==> src/rtl/sccb_cam_responder_pkg.sv <==
// sccb_pkg: shared types and constants for the SCCB camera-port responder.
//   sccb_resp_state_t : responder FSM state encoding
//   SCCB_CAM_ADDR     : default 7-bit target address
//   SCCB_BITS         : bits per SCCB byte (excluding the ninth ACK bit)
package sccb_pkg;
    typedef enum logic [3:0] {
        IDLE, DEVADR, DEV_ACK, REGADR, REG_ACK, WRDATA, WR_ACK, RDDATA, RD_ACK, IGNORE
    } sccb_resp_state_t;

    localparam logic [6:0] SCCB_CAM_ADDR = 7'h21;
    localparam logic [3:0] SCCB_BITS     = 4'd8;
endpackage

==> src/rtl/sccb_cam_responder_if.sv <==
// sccb_cam_responder_if: SCCB/I2C bus seen by the responder.
//   iScl   : bus SCL (raw)
//   iSda   : bus SDA (raw, wired-AND value)
//   oSdaOe : 1 = responder pulls SDA low
// Modports: master (bus controller / bench side), slave (responder side).
interface sccb_cam_responder_if;
    logic iScl;
    logic iSda;
    logic oSdaOe;

    modport master (output iScl, output iSda, input  oSdaOe);
    modport slave  (input  iScl, input  iSda, output oSdaOe);
endinterface

==> src/rtl/sccb_resp_regfile.sv <==
// sccb_resp_regfile: 256x8 register file, synchronous write, no reset.
//   I2C_Clock : clock
//   we/waddr/wdata : write port
//   raddr/rdata    : registered read port (1-cycle latency), present only when
//                    SCCB_RESP_READ_EN is defined
module sccb_resp_regfile (
    input  logic       I2C_Clock,
    input  logic       we,
    input  logic [7:0] waddr,
    input  logic [7:0] wdata
`ifdef SCCB_RESP_READ_EN
    ,
    input  logic [7:0] raddr,
    output logic [7:0] rdata
`endif
);
    logic [7:0] mem [0:255];

    always_ff @(posedge I2C_Clock) begin
        if (we) mem[waddr] <= wdata;
`ifdef SCCB_RESP_READ_EN
        rdata <= mem[raddr];
`endif
    end
endmodule

==> src/rtl/sccb_cam_responder.sv <==
// sccb_cam_responder: SCCB/I2C target modelling a camera configuration port.
// Oversamples SCL/SDA, decodes START/STOP, matches DEV_ADDR, takes a register
// pointer byte and writes following data bytes into a 256x8 register file.
// Optional read support is compiled in with `define SCCB_RESP_READ_EN.
// Ports:
//   I2C_Clock : oversampling clock (>= 8x SCL)
//   iReset    : asynchronous active-low reset
//   bus       : SCL/SDA in, SDA pull-down enable out (slave modport)
//   oRegWe    : one-cycle write strobe; oRegAddr/oRegData describe the write
//   oBusy     : high between START and STOP
//   oWrCount  : saturating count of register writes
module sccb_cam_responder
    import sccb_pkg::*;
#(
    parameter logic [6:0] DEV_ADDR    = SCCB_CAM_ADDR,
    parameter int         SYNC_STAGES = 2
) (
    input  logic                  I2C_Clock,
    input  logic                  iReset,
    sccb_cam_responder_if.slave   bus,
    output logic                  oRegWe,
    output logic [7:0]            oRegAddr,
    output logic [7:0]            oRegData,
    output logic                  oBusy,
    output logic [7:0]            oWrCount
);
    logic [SYNC_STAGES-1:0] scl_sync, sda_sync;
    logic                   scl_d, sda_d;
    logic                   sclS, sdaS;
    logic                   scl_rise, scl_fall, start_det, stop_det;

    sccb_resp_state_t state;
    logic [3:0]       bit_cnt;
    logic [7:0]       shift;
    logic [7:0]       ptr;
    logic             sda_oe;
    logic [7:0]       byte_nxt;
    logic             bit_last;

    // Sync flops reset to 1 (idle bus) so reset release never fakes an edge.
    always_ff @(posedge I2C_Clock or negedge iReset) begin
        if (!iReset) begin
            scl_sync <= '1;
            sda_sync <= '1;
            scl_d    <= 1'b1;
            sda_d    <= 1'b1;
        end else begin
            scl_sync <= {scl_sync[SYNC_STAGES-2:0], bus.iScl};
            sda_sync <= {sda_sync[SYNC_STAGES-2:0], bus.iSda};
            scl_d    <= sclS;
            sda_d    <= sdaS;
        end
    end

    assign sclS      = scl_sync[SYNC_STAGES-1];
    assign sdaS      = sda_sync[SYNC_STAGES-1];
    assign scl_rise  =  sclS & ~scl_d;
    assign scl_fall  = ~sclS &  scl_d;
    assign start_det =  sclS &  sda_d & ~sdaS;
    assign stop_det  =  sclS & ~sda_d &  sdaS;
    assign byte_nxt  = {shift[6:0], sdaS};
    assign bit_last  = (bit_cnt == SCCB_BITS - 4'd1);
    assign bus.oSdaOe = sda_oe;

`ifdef SCCB_RESP_READ_EN
    logic       rd_mode;
    logic [7:0] rd_data;
    logic [2:0] rd_idx;
    assign rd_idx = 3'(4'd7 - bit_cnt);
`endif

    // Ack states use sda_oe as their phase bit: first SCL fall asserts the
    // pull-down, the second fall (after the ninth rise) releases it.
    always_ff @(posedge I2C_Clock or negedge iReset) begin
        if (!iReset) begin
            state    <= IDLE;
            bit_cnt  <= '0;
            shift    <= '0;
            ptr      <= '0;
            sda_oe   <= 1'b0;
            oRegWe   <= 1'b0;
            oRegAddr <= '0;
            oRegData <= '0;
            oBusy    <= 1'b0;
            oWrCount <= '0;
`ifdef SCCB_RESP_READ_EN
            rd_mode  <= 1'b0;
`endif
        end else begin
            oRegWe <= 1'b0;
            if (oRegWe && oWrCount != 8'hFF) oWrCount <= oWrCount + 8'd1;

            if (stop_det) begin
                state   <= IDLE;
                sda_oe  <= 1'b0;
                oBusy   <= 1'b0;
                bit_cnt <= '0;
            end else if (start_det) begin
                state   <= DEVADR;
                sda_oe  <= 1'b0;
                oBusy   <= 1'b1;
                bit_cnt <= '0;
            end else begin
                case (state)
                    DEVADR, REGADR, WRDATA: if (scl_rise) begin
                        shift   <= byte_nxt;
                        bit_cnt <= bit_cnt + 4'd1;
                        if (bit_last) begin
                            bit_cnt <= '0;
                            if (state == DEVADR) begin
                                if (byte_nxt[7:1] == DEV_ADDR && !byte_nxt[0]) begin
`ifdef SCCB_RESP_READ_EN
                                    rd_mode <= 1'b0;
`endif
                                    state <= DEV_ACK;
                                end
`ifdef SCCB_RESP_READ_EN
                                else if (byte_nxt[7:1] == DEV_ADDR) begin
                                    rd_mode <= 1'b1;
                                    state   <= DEV_ACK;
                                end
`endif
                                else state <= IGNORE;
                            end else if (state == REGADR) begin
                                ptr   <= byte_nxt;
                                state <= REG_ACK;
                            end else begin
                                oRegWe   <= 1'b1;
                                oRegAddr <= ptr;
                                oRegData <= byte_nxt;
                                ptr      <= ptr + 8'd1;
                                state    <= WR_ACK;
                            end
                        end
                    end
                    DEV_ACK, REG_ACK, WR_ACK: if (scl_fall) begin
                        if (!sda_oe) sda_oe <= 1'b1;
                        else begin
                            sda_oe  <= 1'b0;
                            bit_cnt <= '0;
                            if (state == DEV_ACK) begin
`ifdef SCCB_RESP_READ_EN
                                if (rd_mode) begin
                                    // First read bit goes out on the same fall that ends the ACK.
                                    sda_oe <= ~rd_data[7];
                                    state  <= RDDATA;
                                end else
`endif
                                state <= REGADR;
                            end else begin
                                state <= WRDATA;
                            end
                        end
                    end
`ifdef SCCB_RESP_READ_EN
                    RDDATA: begin
                        if (scl_rise) bit_cnt <= bit_cnt + 4'd1;
                        else if (scl_fall) begin
                            if (bit_cnt == SCCB_BITS) begin
                                sda_oe <= 1'b0;
                                state  <= RD_ACK;
                            end else begin
                                sda_oe <= ~rd_data[rd_idx];
                            end
                        end
                    end
                    RD_ACK: if (scl_rise) begin
                        if (!sdaS) begin
                            ptr     <= ptr + 8'd1;
                            bit_cnt <= '0;
                            state   <= RDDATA;
                        end else begin
                            state <= IGNORE;
                        end
                    end
`endif
                    default: ;
                endcase
            end
        end
    end

    sccb_resp_regfile u_rf (
        .I2C_Clock (I2C_Clock),
        .we        (oRegWe),
        .waddr     (oRegAddr),
        .wdata     (oRegData)
`ifdef SCCB_RESP_READ_EN
        ,
        .raddr     (ptr),
        .rdata     (rd_data)
`endif
    );
endmodule
==> src/flat_wrapper.sv <==
// flat-port wrapper written by rule: the top's interface ports become plain ports
module sccb_cam_responder_flat import sccb_pkg::*;
#(
    parameter logic [6:0] DEV_ADDR    = SCCB_CAM_ADDR,
    parameter int         SYNC_STAGES = 2
)
  (I2C_Clock, iReset, oRegWe, oRegAddr, oRegData, oBusy, oWrCount, bus_iScl, bus_iSda, bus_oSdaOe);
  sccb_cam_responder_if bus_i ();
  input  logic I2C_Clock;
  input  logic iReset;
  output logic oRegWe;
  output logic [7:0] oRegAddr;
  output logic [7:0] oRegData;
  output logic oBusy;
  output logic [7:0] oWrCount;
  input wire logic [$bits(bus_i.iScl)-1:0] bus_iScl;
  input wire logic [$bits(bus_i.iSda)-1:0] bus_iSda;
  output wire logic [$bits(bus_i.oSdaOe)-1:0] bus_oSdaOe;
  assign bus_i.iScl = bus_iScl;
  assign bus_i.iSda = bus_iSda;
  assign bus_oSdaOe = bus_i.oSdaOe;
  sccb_cam_responder #(.DEV_ADDR(DEV_ADDR), .SYNC_STAGES(SYNC_STAGES)) u_core (.I2C_Clock(I2C_Clock), .iReset(iReset), .bus(bus_i), .oRegWe(oRegWe), .oRegAddr(oRegAddr), .oRegData(oRegData), .oBusy(oBusy), .oWrCount(oWrCount));
endmodule
==> config.mk <==
export PLATFORM = sky130hd
export DESIGN_NAME = sccb_cam_responder_flat
export DESIGN_NICKNAME = d
export VERILOG_FILES = /design/src/rtl/sccb_cam_responder_pkg.sv /design/src/rtl/sccb_cam_responder_if.sv /design/src/rtl/sccb_resp_regfile.sv /design/src/rtl/sccb_cam_responder.sv /design/src/flat_wrapper.sv
export SDC_FILE = /design/constraint.sdc
export NUM_CORES = 1
export LEC_CHECK = 0
export CAP_MARGIN = 20
export CORE_MARGIN = 2
export CORE_UTILIZATION = 45
export CTS_CLUSTER_DIAMETER = 200
export CTS_CLUSTER_SIZE = 12
export DETAILED_ROUTE_END_ITERATION = 6
export PLACE_DENSITY_LB_ADDON = 0.05
export SYNTH_ARGS = -nofsm -noshare
export SYNTH_HDL_FRONTEND = slang
export SYNTH_SLANG_ARGS = --single-unit
==> constraint.sdc <==
create_clock -name I2C_Clock -period 2.12 [get_ports I2C_Clock]
set_clock_uncertainty 0.1 [all_clocks]
set_input_delay 0.424 -clock I2C_Clock [delete_from_list [all_inputs] [get_ports I2C_Clock]]
set_output_delay 0.424 -clock I2C_Clock [all_outputs]
set_load 0.05 [all_outputs]
# == Word level (Yosys, flattened, before mapping) ==
# Index checks and enable logic that the tools add are counted.
# op_classes
add_sub_neg,3
eq_ne,13
bitwise,14
n_mux,33
n_reduce_logical,15
# ops
cell,count
4-bit 2-to-1 mux,14
8-bit by 1-bit adder with 8-bit output (second input constant),2
4-bit by 3-bit == test with 1-bit output (second input constant),4
4-bit by 1-bit inequality test with 1-bit output (second input constant),4
4-bit case mux with 2 select lines,2
1-bit 2-to-1 mux,14
4-bit by 2-bit == test with 1-bit output (second input constant),2
8-bit 2-to-1 mux,1
8-bit inequality test (second input constant),1
1-bit NOT,8
4-bit AND reduction,2
7-bit by 6-bit == test with 1-bit output (second input constant),1
7-bit AND reduction,1
1-bit bitwise AND,6
6-bit AND reduction,1
3-bit nonzero test,2
3-bit OR reduction,2
5-bit AND reduction,1
4-bit by 1-bit adder with 4-bit output (second input constant),1
4-bit by 1-bit == test with 1-bit output (second input constant),1
4-bit nonzero test,1
3-bit 2-to-1 mux,1
1-bit logical AND,2
2-bit 2-to-1 mux,1
3 further kinds,3
# totals
word_cells,92
inputBits,4
register_bits,56
output_inout_bits,27

# == Logic depth before layout (Yosys ltp) ==
# Gate-level depths: netlist of run 1.
# depth
ltp_word,9
depth_mapped,7

# == Worst setup path after synthesis of run 1 ==
# Ideal clock, no wire load.
# synth_timing
path_kind,reg2reg
start,register u_core.scl_sync[1]
end,register u_core.shift[0]
path_stages_with_launch,6
setup_slack_ns,0.094
t_arrival_ns,1.802
setup_ns,0.125
path_buffers,1
period_less_slack_ns,2.026
path_cell_list,dfstp_2 buf_2 nor4bb_1 nand2_1 nor2_2 mux2_2
# synth_between
elab_chain_len,4
word_cells_on_any_way,8
cone_classes,7 x bitwise; 1 x reduce/logical
# synth_lines
element,line_no,rtl
start: declaration,sccb_cam_responder.sv:27,"logic [SYNC_STAGES-1:0] scl_sync, sda_sync;"
start signal: assignment,sccb_cam_responder.sv:48,"scl_sync <= {scl_sync[SYNC_STAGES-2:0], bus.iScl};"
1-bit bitwise AND (on tied branches) (2 in series),"sccb_cam_responder.sv:59, sccb_cam_responder.sv:60",
1-bit NOT (no line),--,
4-bit AND reduction (no line) (*),--,
end signal: assignment,sccb_cam_responder.sv:106,shift <= byte_nxt;
end: declaration,sccb_cam_responder.sv:34,logic [7:0] shift;
# Mark *: on every way between the ends. The rest lies on a longest branch, timed or not.
# A chain may end at the register's enable or synchronous reset.

# == Worst setup path in the final report of run 1 ==
# layout_timing
start,register u_core.oWrCount[0]
end,output oWrCount[0]
# layout_lines
element,line_no,rtl
start: declaration,sccb_cam_responder.sv:25,output logic [7:0] oWrCount
start signal: assignment,sccb_cam_responder.sv:91,if (oRegWe && oWrCount != 8'hFF) oWrCount <= oWrCount + 8'd1;
end: declaration,flat_wrapper.sv:15,output logic [7:0] oWrCount;
# No word-level cell between the ends.

==> impl_results.md, run 1 <==
* Status: finished, final reports clean
* Worst Setup EP: oWrCount[0]
* Setup violations, final at 0
* Die height at 80.7 um
* CTS clk-pin slew, worst paths at 0.10 ns
* RSZ-0062 raised after global routing: false
* DR DRC count at 0
* Last weighted congestion value of the routability-driven placer at 0.767
* Largest net degree at the start of global routing at 37
* Setup slack at placement at 0.127 ns
* Vias in the first global route at 1850
* Crit path time final at 2.06 ns
* Critical path depth at 1
* Final net count at 270
* Peak VDD IR at 0.000324 V
* Crit. Startpoint: u_core.oWrCount[0]
* Max Clk Rate at 486 MHz
* P&R area growth vs syn at 22.2%
* Register area share after synthesis at 0.532
* Drt pass-1 iters at 4
* Synth Flop Type: dfrtp_1
* WL final at 5.02 mm
* Worst reg2reg path endpoint: u_core.state[1]
* Gate Count Post-Synth at 219
* Hpwl dp at 3.60 mm
* CP Buf/Inv Count at 1
* Synth area leaders: dfrtp_1 (47%), mux2_2 (6.4%), dfstp_2 (6.0%), mux2_4 (5.1%), nand3_1 (3.0%)
* Yosys top cell by area: dfrtp_1
* Starting density of the core at 0.472
* Row count at 27
* Die X at 80.7 um
* Layout Utilization at 0.577
* Fillers at 496
* HP Class: flop to flop
* Synthesized Nets at 226
* Most frequent cell after synthesis: dfrtp_1
* Leakage at 1.45 nW
* Commonest cells in the netlist: dfrtp_1 (50), nand2_1 (16), nand3_1 (16)
* Antenna-violating nets left at 0
* Crit. End Element: primary output
* Max Slew Vio Count at 0
* Synth Warn # at 0
* Worst Setup Path Type: flop to primary output
* Boundary Pins at 31
* Slowest cell delay on critical path at 0.82 ns
* Startpoint types: flop
* Clock Latency Late Sink at 0.31 ns
* Crit path max-delay cell type: clkdlybuf4s50_1
* Crit path DAT at 1.53 ns
* Share of layout cells above drive strength 1 at 0.239
* Final hold slack at 0.261 ns
* Post-route worst setup slack at 0.0632 ns
* Slew @ Worst Pin at 0.507 ns
* Synthesized area per cell at 12.1 um^2
* Cell count after placement at 327
* Total Die Area at 0.00651 mm^2
* Worst-path cell chain: clkdlybuf4s50_1
* Core Region at 0.00561 mm^2
* Dpl cell area at 0.00311 mm^2
* CTS Buf Count at 5
* PortBufs at 30
* CTS Sinks at 56
* Ant. Diodes at 0
* Synth Cell Area at 0.00265 mm^2
* Via Count at 1805
* First-pass GRT wire length at 8.78 mm
* Synth top area share at 0.473
* Worst-path fanout max at 4
* Max Cap Viol at 0
* R2R cell count at 6
* GRT Total Usage at 0.175
* H-tree Lvls at 2
* Fin cells at 336
* R2r setup slk at 0.14 ns
* Ys async rst share at 1.00
* Yosys cell types at 51
* Final cycle utilization of the critical path at 0.970
* Fin area at 0.00323 mm^2
* Maximum clock path buffer count at 2
* Launching point of the worst reg2reg path: u_core.bit_cnt[0]
* Required time worst endpoint at 1.60 ns
* Initial antenna violation count at 0
* Top Family by Delay on Critical Path: buffers and inverters
* 1st-iter DRT viols at 105
* Setup TNS at 0 ns
* CTS tree: done
* Pwr Total at 2.09 mW
* Max-slew headroom at 0.661
* Synth Register Bits at 56
* Drt wl/cell at 14.9 um
* Pwr/cell area at 647 mW/mm^2
* Vias per inst at 5.37
* Total congestion overflow at 0
* Post-synth EDFFs at 0
* Clock root cell: clkbuf_8
* Hold Violations, Final at 0
-- cells in the final DEF (no fill, tap or decap), types with 3 or more instances in the layout --
master	count
nor2_1	11
a2bb2oi_1	3
nand2_1	16
dfrtp_1	50
mux2_2	15
o22ai_1	4
a21oi_1	7
nand4_1	3
xnor2_1	3
clkdlybuf4s50_1	26
mux2_4	9
a21boi_0	4
nor3_1	4
nand3b_1	3
nand3_1	16
ha_1	3
buf_12	3
xor2_1	8
o21ai_0	5
nand2b_1	3
dfstp_2	6
clkbuf_8	5
buf_4	14
inv_1	3
-- cell families (layout without fill, tap and decap cells) --
| family | count (synthesis) | count (layout) | synth area share |
|---|---|---|---|
| simple gates | 73 | 73 | 0.153 |
| flops | 56 | 56 | 0.532 |
| compound gates | 37 | 37 | 0.104 |
| mux | 26 | 26 | 0.122 |
| xor+xnor | 12 | 12 | 0.0426 |
| buf+inv | 12 | 57 | 0.0312 |
| fa+ha+maj | 3 | 3 | 0.0142 |
-- where the power goes --
group / leakage, nW / internal, mW / switching (mW)
combinational: 0.645 / 0.0959 / 0.0911
sequential: 0.747 / 1.13 / 0.0803
clock: 0.0541 / 0.350 / 0.341
total: 1.45 / 1.58 / 0.512
-- final cells by class --
class	count	area, um^2	share of cell area
sequential	56	1410	0.436
clock buffer	5	68.8	0.0213
timing repair buffer	46	453	0.140
multi-input combinational	151	1160	0.359
clock inverter	3	42.5	0.0132
tap	72	90.1	0.0279
inverter	3	11.3	0.00348
-- sequential cells by signal (all words and copies together), names as in the netlist --
signal             count
u_core.bit_cnt         4
u_core.bus.oSdaOe      1
u_core.oBusy           1
u_core.oRegAddr        8
u_core.oRegData        8
u_core.oRegWe          1
u_core.oWrCount        8
u_core.ptr             8
u_core.scl_d           1
u_core.scl_sync        2
u_core.sda_d           1
u_core.sda_sync        2
u_core.shift           7
u_core.state           4
-- layer usage --
metal  share of wire  up-vias  global-route usage
met1            0.48      883               0.227
met4           0.018        0              0.0661
li1                -      885                   -
met2            0.48       28               0.293
met5               0        -                   0
met3           0.028        9              0.0292
-- how the worst min path moves through the flow --
stage                  startpoint            endpoint  slack, ns  depth (start not counted)
5_1_grt        u_core.sda_sync[0]  u_core.sda_sync[1]       0.27                          0
4_1_cts        u_core.sda_sync[0]  u_core.sda_sync[1]       0.26                          0
2_1_floorplan              iReset   u_core.bit_cnt[0]       0.03                          0
6_report       u_core.sda_sync[0]  u_core.sda_sync[1]       0.26                          0
3_5_place_dp   u_core.sda_sync[0]  u_core.sda_sync[1]       0.25                          0
3_3_place_gp   u_core.sda_sync[0]  u_core.sda_sync[1]       0.25                          0
-- repair_timing --
action,in CTS,in global routing
setup endpoints to repair,0,8
resized for setup,0,2
hold endpoints to repair,14,0
hold buffers,1,0
setup buffers,0,0
Note: power is estimated with default switching activity, not from simulation.
==> run 2, diff against run 1 <==
--- a/config.mk
+++ b/config.mk
@@ -11,7 +11,9 @@
 export CTS_CLUSTER_DIAMETER = 200
 export CTS_CLUSTER_SIZE = 12
 export DETAILED_ROUTE_END_ITERATION = 6
+export GPL_ROUTABILITY_DRIVEN = 0
 export PLACE_DENSITY_LB_ADDON = 0.05
+export REMOVE_ABC_BUFFERS = 1
 export SYNTH_ARGS = -nofsm -noshare
 export SYNTH_HDL_FRONTEND = slang
 export SYNTH_SLANG_ARGS = --single-unit
==> run 2 against run 1 <==
  * Flip-flop and latch count unchanged
  * Sequential share of layout area increased by 0.60 points
  * Via count decreased by 1.3%
  * Setup slack improved by 0.013 ns
  * Fmax increased by 0.65%
  * Core utilization decreased by 0.78 points
  * First-iteration DRC count decreased by 35%
  * Global-route usage decreased by 0.81 points
  * Critical path type unchanged
  * Largest cell class unchanged
  * Highest routed layer unchanged
==> impl_results.md, run 2 (same netlist as run 1, synthesis figures left out) <==
* Required time worst endpoint at 1.60 ns (about the same)
* Boundary Pins at 31 (unchanged)
* Die X at 80.7 um (unchanged)
* Pwr/cell area at 612 mW/mm^2 (-5.5%)
* Drt pass-1 iters at 4 (unchanged)
* CTS Buf Count at 5 (unchanged)
* Starting density of the core at 0.472 (unchanged)
* DR DRC count at 0 (unchanged)
* HP Class: flop to flop
* Slowest cell delay on critical path at 0.82 ns (about the same)
* 1st-iter DRT viols at 68 (-35%)
* GRT Total Usage at 0.167 (-0.00815)
* Total Die Area at 0.00651 mm^2 (unchanged)
* Final cycle utilization of the critical path at 0.964 (-0.00623)
* Ant. Diodes at 0 (unchanged)
* Worst-path fanout max at 4 (unchanged)
* Via Count at 1781 (-1.3%)
* Startpoint types: flop
* CTS clk-pin slew, worst paths at 0.10 ns (about the same)
* Leakage at 1.45 nW (+0.55%)
* CTS Sinks at 56 (unchanged)
* Total congestion overflow at 0 (unchanged)
* Vias in the first global route at 1750 (-5.4%)
* Sequential power share at 0.623 (+0.042)
* Max-slew headroom at 0.655 (-0.00597)
* Final hold slack at 0.262 ns (+0.000227 ns)
* Row count at 27 (unchanged)
* PortBufs at 30 (unchanged)
* Final net count at 266 (-1.5%)
* Clock root cell: clkbuf_8
* WL final at 4.89 mm (-2.5%)
* Hpwl dp at 3.42 mm (-5.2%)
* CTS tree: done
* CP Buf/Inv Count at 1 (unchanged)
* Crit. End Element: primary output
* Core Region at 0.00561 mm^2 (unchanged)
* Status: finished, final reports clean
* P&R area growth vs syn at 20.6%
* Top Family by Delay on Critical Path: buffers and inverters
* Die height at 80.7 um (unchanged)
* Worst-path cell chain: clkdlybuf4s50_1
* Initial antenna violation count at 0 (unchanged)
* Vias per inst at 5.36 (-0.14%)
* Dpl cell area at 0.00307 mm^2 (-1.3%)
* Switch Pwr at 0.488 mW (-4.7%)
* Cell count after placement at 323 (-1.2%)
* Largest net degree at the start of global routing at 37 (unchanged)
* H-tree Lvls at 2 (unchanged)
* Power Internal at 1.46 mW (-7.5%)
* Most frequent cells in the layout: dfrtp_1 (50), clkdlybuf4s50_1 (24), nand2_1 (16), nand3_1 (16), mux2_2 (15)
* Pwr Total at 1.95 mW (-6.8%)
* Fin area at 0.00319 mm^2 (-1.4%)
* Slew @ Worst Pin at 0.516 ns (+0.00893 ns)
* Commonest non-fill, non-tap cell in the layout: dfrtp_1
* First-pass GRT wire length at 8.46 mm (-3.6%)
* Crit path max-delay cell type: clkdlybuf4s50_1
* Antenna-violating nets left at 0 (unchanged)
* Max Slew Vio Count at 0 (unchanged)
* Hold Violations, Final at 0 (unchanged)
* Maximum clock path buffer count at 2 (unchanged)
* Crit path DAT at 1.52 ns (about the same)
* Sw frac at 0.250 (+0.00557)
* Crit path time final at 2.04 ns (-0.0132 ns)
* Fin cells at 332 (-1.2%)
* Max Clk Rate at 489 MHz (+0.65%)
* Layout Utilization at 0.569 (-0.00781)
* Max Cap Viol at 0 (unchanged)
* R2r setup slk at 0.16 ns (+0.02 ns)
* Share of layout cells above drive strength 1 at 0.227 (-0.0117)
* Peak VDD IR at 0.000402 V (+24%)
* Logic pwr share at 0.092 (+0.003)
* Clock Latency Late Sink at 0.30 ns (about the same)
* Worst Setup Path Type: flop to primary output
* Clock share of power at 0.285 (-0.045)
* RSZ-0062 raised after global routing: false
* Setup violations, final at 0 (unchanged)
* Drt wl/cell at 14.7 um (-1.3%)
[run 2: per-layer routing]
layer | global-route usage | vias up | part of all wire
met1 | 0.240 | 870 | 0.53
met4 | 0.0356 | 0 | 0.0067
li1 | - | 877 | -
met3 | 0.0348 | 4 | 0.031
met5 | 0 | - | 0
met2 | 0.260 | 30 | 0.43
[run 2: layout make-up]
class                   instances  area, um^2
clock buffers                   6        72.6
clock inverters                 2        12.5
fillers                       512        2420
inverters                       3        11.3
multi-input cells             151        1170
flip-flops and latches         56        1410
well taps                      72        90.1
repair buffers                 42         420
[run 2: path summary, 6_finish.rpt]
| check | to | cells past startpoint | from |
|---|---|---|---|
| worst max-delay path | oWrCount[1] | 1 | u_core.oWrCount[1] |
| worst min-delay path | u_core.sda_sync[1] | 0 | u_core.sda_sync[0] |
| worst max register to register | u_core.state[1] | 4 | u_core.state[3] |
| worst min register to register | u_core.sda_sync[1] | 0 | u_core.sda_sync[0] |
| max in group asynchronous | u_core.ptr[2] | 3 | iReset |
| min in group asynchronous | u_core.bit_cnt[2] | 2 | iReset |
[run 2: power groups by stage]
stage          clock network [mW]  logic, mW  registers [mW]
2_1_floorplan                   0      0.109            1.22
3_5_place_dp                    0      0.179            1.24
5_1_grt                     0.638      0.203            1.23
4_1_cts                     0.582      0.181            1.22
6_report                    0.557      0.179            1.21
3_3_place_gp                    0      0.176            1.23
[run 2: per-stage QoR]
stage | TNS [ns] | setup slack, ns
after detailed placement | 0 | 0.0713
after floorplan | -1.30 | -0.111
final | 0 | 0.0764
after global placement | 0 | 0.0706
after CTS | 0 | 0.0292
after global routing | 0 | 0.0121
[run 2: what timing repair did]
| action | in CTS | in global routing |
|---|---|---|
| buffers inserted | 0 | 0 |
| hold endpoints to repair | 14 | 0 |
| endpoints found under the setup margin | 1 | 14 |
| hold buffers | 1 | 0 |
| resized for setup | 1 | 7 |
